`src/rtl/ssemi_fir_coeff_loader.sv`:
```
// FIR coefficient loader: shadow tap set written at random, then snapshotted
// and presented to the filter with a valid/ready handshake and a timeout.
module ssemi_fir_coeff_loader #(
  parameter int NUM_TAPS       = 64,
  parameter int COEFF_WIDTH    = 18,
  parameter int TIMEOUT_CYCLES = 255,
  localparam int AW            = (NUM_TAPS > 1) ? $clog2(NUM_TAPS) : 1
) (
  input  logic                            i_clk,
  input  logic                            i_rst,
  input  logic                            i_enable,
  input  logic                            i_wr_en,
  input  logic [AW-1:0]                   i_wr_addr,
  input  logic [COEFF_WIDTH-1:0]          i_wr_data,
  input  logic                            i_commit,
  output logic [NUM_TAPS*COEFF_WIDTH-1:0] o_coeff,
  output logic                            o_coeff_valid,
  input  logic                            i_coeff_ready,
  output logic [NUM_TAPS-1:0]             o_wr_mask,
  output logic                            o_busy,
  output logic                            o_done,
  output logic                            o_timeout,
  output logic                            o_err_incomplete,
  output logic                            o_err_addr,
  output logic [1:0]                      o_state
);

  localparam logic [1:0]  IDLE    = 2'd0;
  localparam logic [1:0]  REQ     = 2'd1;
  localparam logic [1:0]  DONE    = 2'd2;
  localparam logic [15:0] TO_LAST = 16'(TIMEOUT_CYCLES - 1);

  logic [COEFF_WIDTH-1:0]          shadow [NUM_TAPS];
  logic [NUM_TAPS*COEFF_WIDTH-1:0] shadow_flat;
  logic [NUM_TAPS-1:0]             wr_bit;
  logic [NUM_TAPS-1:0]             mask_next;
  logic [15:0]                     cnt;
  logic                            wr_ok;
  logic                            accept;
  logic                            timeout_hit;

  assign wr_ok = i_wr_en && (32'(i_wr_addr) < NUM_TAPS);

  genvar gi;
  generate
    for (gi = 0; gi < NUM_TAPS; gi++) begin : g_tap
      assign wr_bit[gi] = wr_ok && (i_wr_addr == AW'(gi));
      assign shadow_flat[gi*COEFF_WIDTH +: COEFF_WIDTH] = shadow[gi];

      always_ff @(posedge i_clk or posedge i_rst) begin
        if (i_rst)
          shadow[gi] <= '0;
        else if (wr_bit[gi])
          shadow[gi] <= i_wr_data;
      end
    end
  endgenerate

  assign accept      = i_enable && (o_state == IDLE) && i_commit && (&o_wr_mask);
  assign timeout_hit = i_enable && (o_state == REQ) && !i_coeff_ready && (cnt == TO_LAST);

  // A write coinciding with a commit lands after the mask clear.
  always_comb begin
    mask_next = o_wr_mask;
    if (accept)
      mask_next = '0;
    else if (timeout_hit)
      mask_next = '1;
    mask_next = mask_next | wr_bit;
  end

  always_ff @(posedge i_clk or posedge i_rst) begin
    if (i_rst) begin
      o_state          <= IDLE;
      o_coeff          <= '0;
      o_coeff_valid    <= 1'b0;
      o_wr_mask        <= '0;
      o_busy           <= 1'b0;
      o_done           <= 1'b0;
      o_timeout        <= 1'b0;
      o_err_incomplete <= 1'b0;
      o_err_addr       <= 1'b0;
      cnt              <= '0;
    end else begin
      o_done           <= 1'b0;
      o_timeout        <= 1'b0;
      o_err_incomplete <= 1'b0;
      o_err_addr       <= i_wr_en && !wr_ok;
      o_wr_mask        <= mask_next;
      if (!i_enable) begin
        o_state       <= IDLE;
        o_coeff_valid <= 1'b0;
        o_busy        <= 1'b0;
        cnt           <= '0;
      end else begin
        case (o_state)
          IDLE: begin
            if (i_commit) begin
              if (accept) begin
                o_coeff       <= shadow_flat;
                o_coeff_valid <= 1'b1;
                o_busy        <= 1'b1;
                cnt           <= '0;
                o_state       <= REQ;
              end else begin
                o_err_incomplete <= 1'b1;
              end
            end
          end
          REQ: begin
            if (i_coeff_ready) begin
              o_coeff_valid <= 1'b0;
              o_done        <= 1'b1;
              o_state       <= DONE;
            end else if (timeout_hit) begin
              o_coeff_valid <= 1'b0;
              o_busy        <= 1'b0;
              o_timeout     <= 1'b1;
              cnt           <= '0;
              o_state       <= IDLE;
            end else begin
              cnt <= cnt + 16'd1;
            end
          end
          DONE: begin
            o_busy  <= 1'b0;
            o_state <= IDLE;
          end
          default: begin
            o_coeff_valid <= 1'b0;
            o_busy        <= 1'b0;
            o_state       <= IDLE;
          end
        endcase
      end
    end
  end

endmodule

```
`config.mk`:
```
export PLATFORM = sky130hd
export DESIGN_NAME = ssemi_fir_coeff_loader
export DESIGN_NICKNAME = d
export VERILOG_FILES = /design/src/rtl/ssemi_fir_coeff_loader.sv
export SDC_FILE = /design/constraint.sdc
export NUM_CORES = 2
export LEC_CHECK = 0
export CORE_AREA = 2 2 485 487
export CTS_BUF_LIST = sky130_fd_sc_hd__clkbuf_4
export CTS_CLUSTER_DIAMETER = 100
export DETAILED_ROUTE_END_ITERATION = 8
export DIE_AREA = 0 0 487 489
export SLEW_MARGIN = 20
export SYNTH_ARGS = -nofsm -noshare
export SYNTH_HDL_FRONTEND = slang
export SYNTH_SLANG_ARGS = --single-unit
export TNS_END_PERCENT = 1
```
`constraint.sdc`:
```
create_clock -name i_clk -period 121.3 [get_ports i_clk]
set_input_delay 12.13 -clock i_clk [delete_from_list [all_inputs] [get_ports i_clk]]
set_output_delay 12.13 -clock i_clk [all_outputs]
set_load 0.01 [all_outputs]
```
==> impl_results.md <==
* Status: complete, no violations
* Sum of negative setup slack at 0 ns
* Setup WS pre-CTS at 101.71 ns
* Share of the synthesized area in the top cell type at 62.87%
* Max-Slew Margin vs Limit at 25.15%
* Post-Place Cells at 9518
* Number of nets in the synthesized netlist at 5482
* CTS root buf: clkbuf_4
* Largest net degree at the start of global routing at 177
* EDFF count, synth at 0
* Post-layout worst setup margin at 103.06 ns
* Global-route total usage across every layer at 25.33%
* Sequential cell area fraction in the yosys report at 62.87%
* DIE HEIGHT at 489 um
* Clock latency at the later pin of the worst-skew pair at 1.50 ns
* Cell taking the most area after synthesis: dfrtp_1
* Required time reported for the critical path endpoint at 122.57 ns
* Gates resized, CTS repair at 0
* Global-route wire length before repair at 429700 um
* Flip-flop and latch count after synthesis at 2391
* Area Growth Syn to Fin at 23.48%
* Sinks on Clock Net at 2391
* Number of hold violations in the final report at 0
* Core outline area at 233600 um^2
* Post-DRT Antenna Nets at 0
* Post-Route WL at 305400 um
* DR DRC count at 0
* FF-to-FF Start: o_wr_mask[32]$_DFF_PP0_
* Residual overflow from global routing at 0
* GP Congestion at 0.8178
* Most used standard cells in the synthesized netlist: dfrtp_1 (2391), mux2_2 (1275), mux2_4 (1020)
* Via/cell ratio at 5.075
* Critical path fanouts, max at 126
* Hold crit path type: reg2reg
* Average routed wire per standard cell at 28.64 um
* Leakage power figure at 59.56 nW
* IO Pins at 1254
* TritonCTS clock tree: built
* Number of buffers inserted to repair setup after CTS at 0
* Maximum Capacitance Violations at 0
* Category of the worst setup path capture point: flop
* Number of nets in the finished design at 7148
* Async set-reset flop share out of synthesis at 100.0%
* Netlist area before placement at 95160 um^2
* Fmax at 54.81 MHz
* Pins over their slew limit at 0
* # setup viols final at 0
* Avg Inst Size Synth at 17.46 um^2
* Data arrival time of the critical path at 19.51 ns
* Clock Path Buffers at 4
* Critical Path Start: i_enable
* CTS hold repair buffers at 0
* Total half-perimeter wirelength after legalization and detailed placement at 198300 um
* Core Rows at 178
* Syn Inst Count at 5450
* Initial detailed-routing violation count at 3064
* Area taken by multi-input logic gates at 32020 um^2
* Port buffer count at 1252
* Die outline area at 238100 um^2
* Effective utilization at floorplan at 40.73%
* Hold path start: shadow[205]$_DFFE_PP0P_
* Via count of the first global-routing pass at 56750
* Pwr/cell area at 14.64 nW/um^2
* Worst VDD drop at 9.197 uV
* Width of the chip at 487 um
* Worst slew pin tran at 1.120 ns
* Clk pin slew, worst setup/hold paths at 0.06 ns
* Clock period minus final worst setup slack at 18.24 ns
* Period utilisation layout at 15.04%
* Count of different cell masters after synthesis at 52
* Router iterations before antenna repair at 7
* Number of antenna violations at the first check in global routing at 37
* Layout cell share with drive strength beyond 1 at 46.45%
* Clock buffer count from CTS at 654
* Setup repair after global routing missed its margin: no
* Clock Skews at 0.1786 ns
* Setup crit start kind: input port
* Dominant cells by area after synthesis: dfrtp_1 (63%), mux2_4 (16%), mux2_2 (15%)
* Worst setup path class: in2reg
* Vias at 54120
* Area used by sequential logic in the layout at 59830 um^2
* Number of H-tree levels at 6
* Non-filler cells, final at 10660
* Library cell with the highest instance count after synthesis: dfrtp_1
* Total chip power at 1.720 mW
* Post-synth top flop: dfrtp_1
* Number of warnings printed during yosys synthesis at 0
* Filler cells at 19960
metal layers:
| metal | wire length (um) | part of all wire [%] | track usage, % | vias to the layer above |
|---|---|---|---|---|
| met4 | 10220 | 3.3 | 9.492 | 0 |
| met2 | 142300 | 47 | 39.70 | 1917 |
| met1 | 126900 | 42 | 32.12 | 28780 |
| li1 | - | - | - | 23020 |
| met3 | 25980 | 8.5 | 9.171 | 411 |
| met5 | 0 | 0 | 0 | - |
path summary, 6_finish.rpt:
path	cells after the start	endpoint	slack [ns]
min in group asynchronous	2	o_coeff[456]$_DFFE_PP0P_	11.28
max in group asynchronous	8	shadow[172]$_DFFE_PP0P_	104.63
max reg2reg	11	o_coeff[855]$_DFFE_PP0P_	113.56
max	11	o_coeff[855]$_DFFE_PP0P_	103.06
min	1	o_coeff[943]$_DFFE_PP0P_	0.40
min reg2reg	1	o_coeff[943]$_DFFE_PP0P_	0.40
power breakdown:
group	internal, mW	switching, mW	leakage (nW)
Clock	0.388	0.339	4.92
Combinational	0.0501	0.0583	22.1
Sequential	0.852	0.0329	32.5
Total	1.29	0.430	59.6
state kept, by name, indices dropped and copies added, names as in the netlist:
| signal | count |
|---|---|
| o_coeff | 1152 |
| shadow | 1152 |
| o_wr_mask | 64 |
| cnt | 16 |
| o_state | 2 |
| o_busy | 1 |
| o_coeff_valid | 1 |
| o_done | 1 |
| o_err_incomplete | 1 |
| o_timeout | 1 |
layout by cell type (no fill, tap or decap), types with 6 or more instances in the layout:
| master | n |
|---|---|
| inv_6 | 7 |
| or2_2 | 6 |
| o22ai_1 | 20 |
| clkinvlp_4 | 7 |
| nor3_1 | 8 |
| o21ai_0 | 54 |
| nand2_2 | 7 |
| diode_2 | 33 |
| buf_12 | 6 |
| mux2_4 | 1020 |
| clkbuf_4 | 995 |
| nand2_1 | 64 |
| mux2_2 | 1275 |
| nor4_1 | 11 |
| and3_1 | 7 |
| clkinv_1 | 72 |
| mux2_1 | 9 |
| inv_2 | 7 |
| nor2_4 | 18 |
| dfrtp_1 | 2391 |
| clkinv_4 | 9 |
| o211ai_1 | 13 |
| buf_4 | 122 |
| nand3_1 | 9 |
| nor2_1 | 71 |
| and2_1 | 7 |
| bufinv_16 | 7 |
| nand4_1 | 39 |
| clkdlybuf4s50_1 | 1234 |
critical path, stage by stage:
cell             delay [ns]
clkdlybuf4s50_1        0.54
nor2b_1                0.22
nand3_1                0.20
or2_4                  0.74
buf_12                 0.75
buf_4                  0.93
buf_4                  0.78
buf_4                  0.77
buf_4                  0.91
buf_4                  0.69
mux2_2                 0.41
metrics by stage:
step	util, %	hold WS, ns	instance area, um^2
5_1_grt	50.27	0.4062	117500
6_report	50.30	0.3961	117500
4_1_cts	50.23	0.3855	117300
2_1_floorplan	-	0.4522	95160
3_5_place_dp	46.71	0.4703	109100
3_3_place_gp	46.70	0.4612	109100
kinds of logic after synthesis:
kind of cell	Yosys count	synth area share [%]
AOI/OAI and AO/OA	103	0.6482
muxes	2305	31.30
DFF	2391	62.87
buffers and inverters	364	3.533
other	1	0.003941
and+or+nand+nor	284	1.617
adders and majority gates	2	0.02629
cell type report:
| cell class | count | area share (%) |
|---|---|---|
| Timing Repair Buffer | 1368 | 11.48 |
| Sequential cell | 2391 | 50.92 |
| Inverter | 6 | 0.02556 |
| Tap cell | 3060 | 3.258 |
| Antenna cell | 33 | 0.07028 |
| Clock inverter | 116 | 0.6410 |
| Clock buffer | 995 | 6.357 |
| Multi-Input combinational cell | 2695 | 27.25 |
No activity file was read; power rests on OpenSTA's default activity.
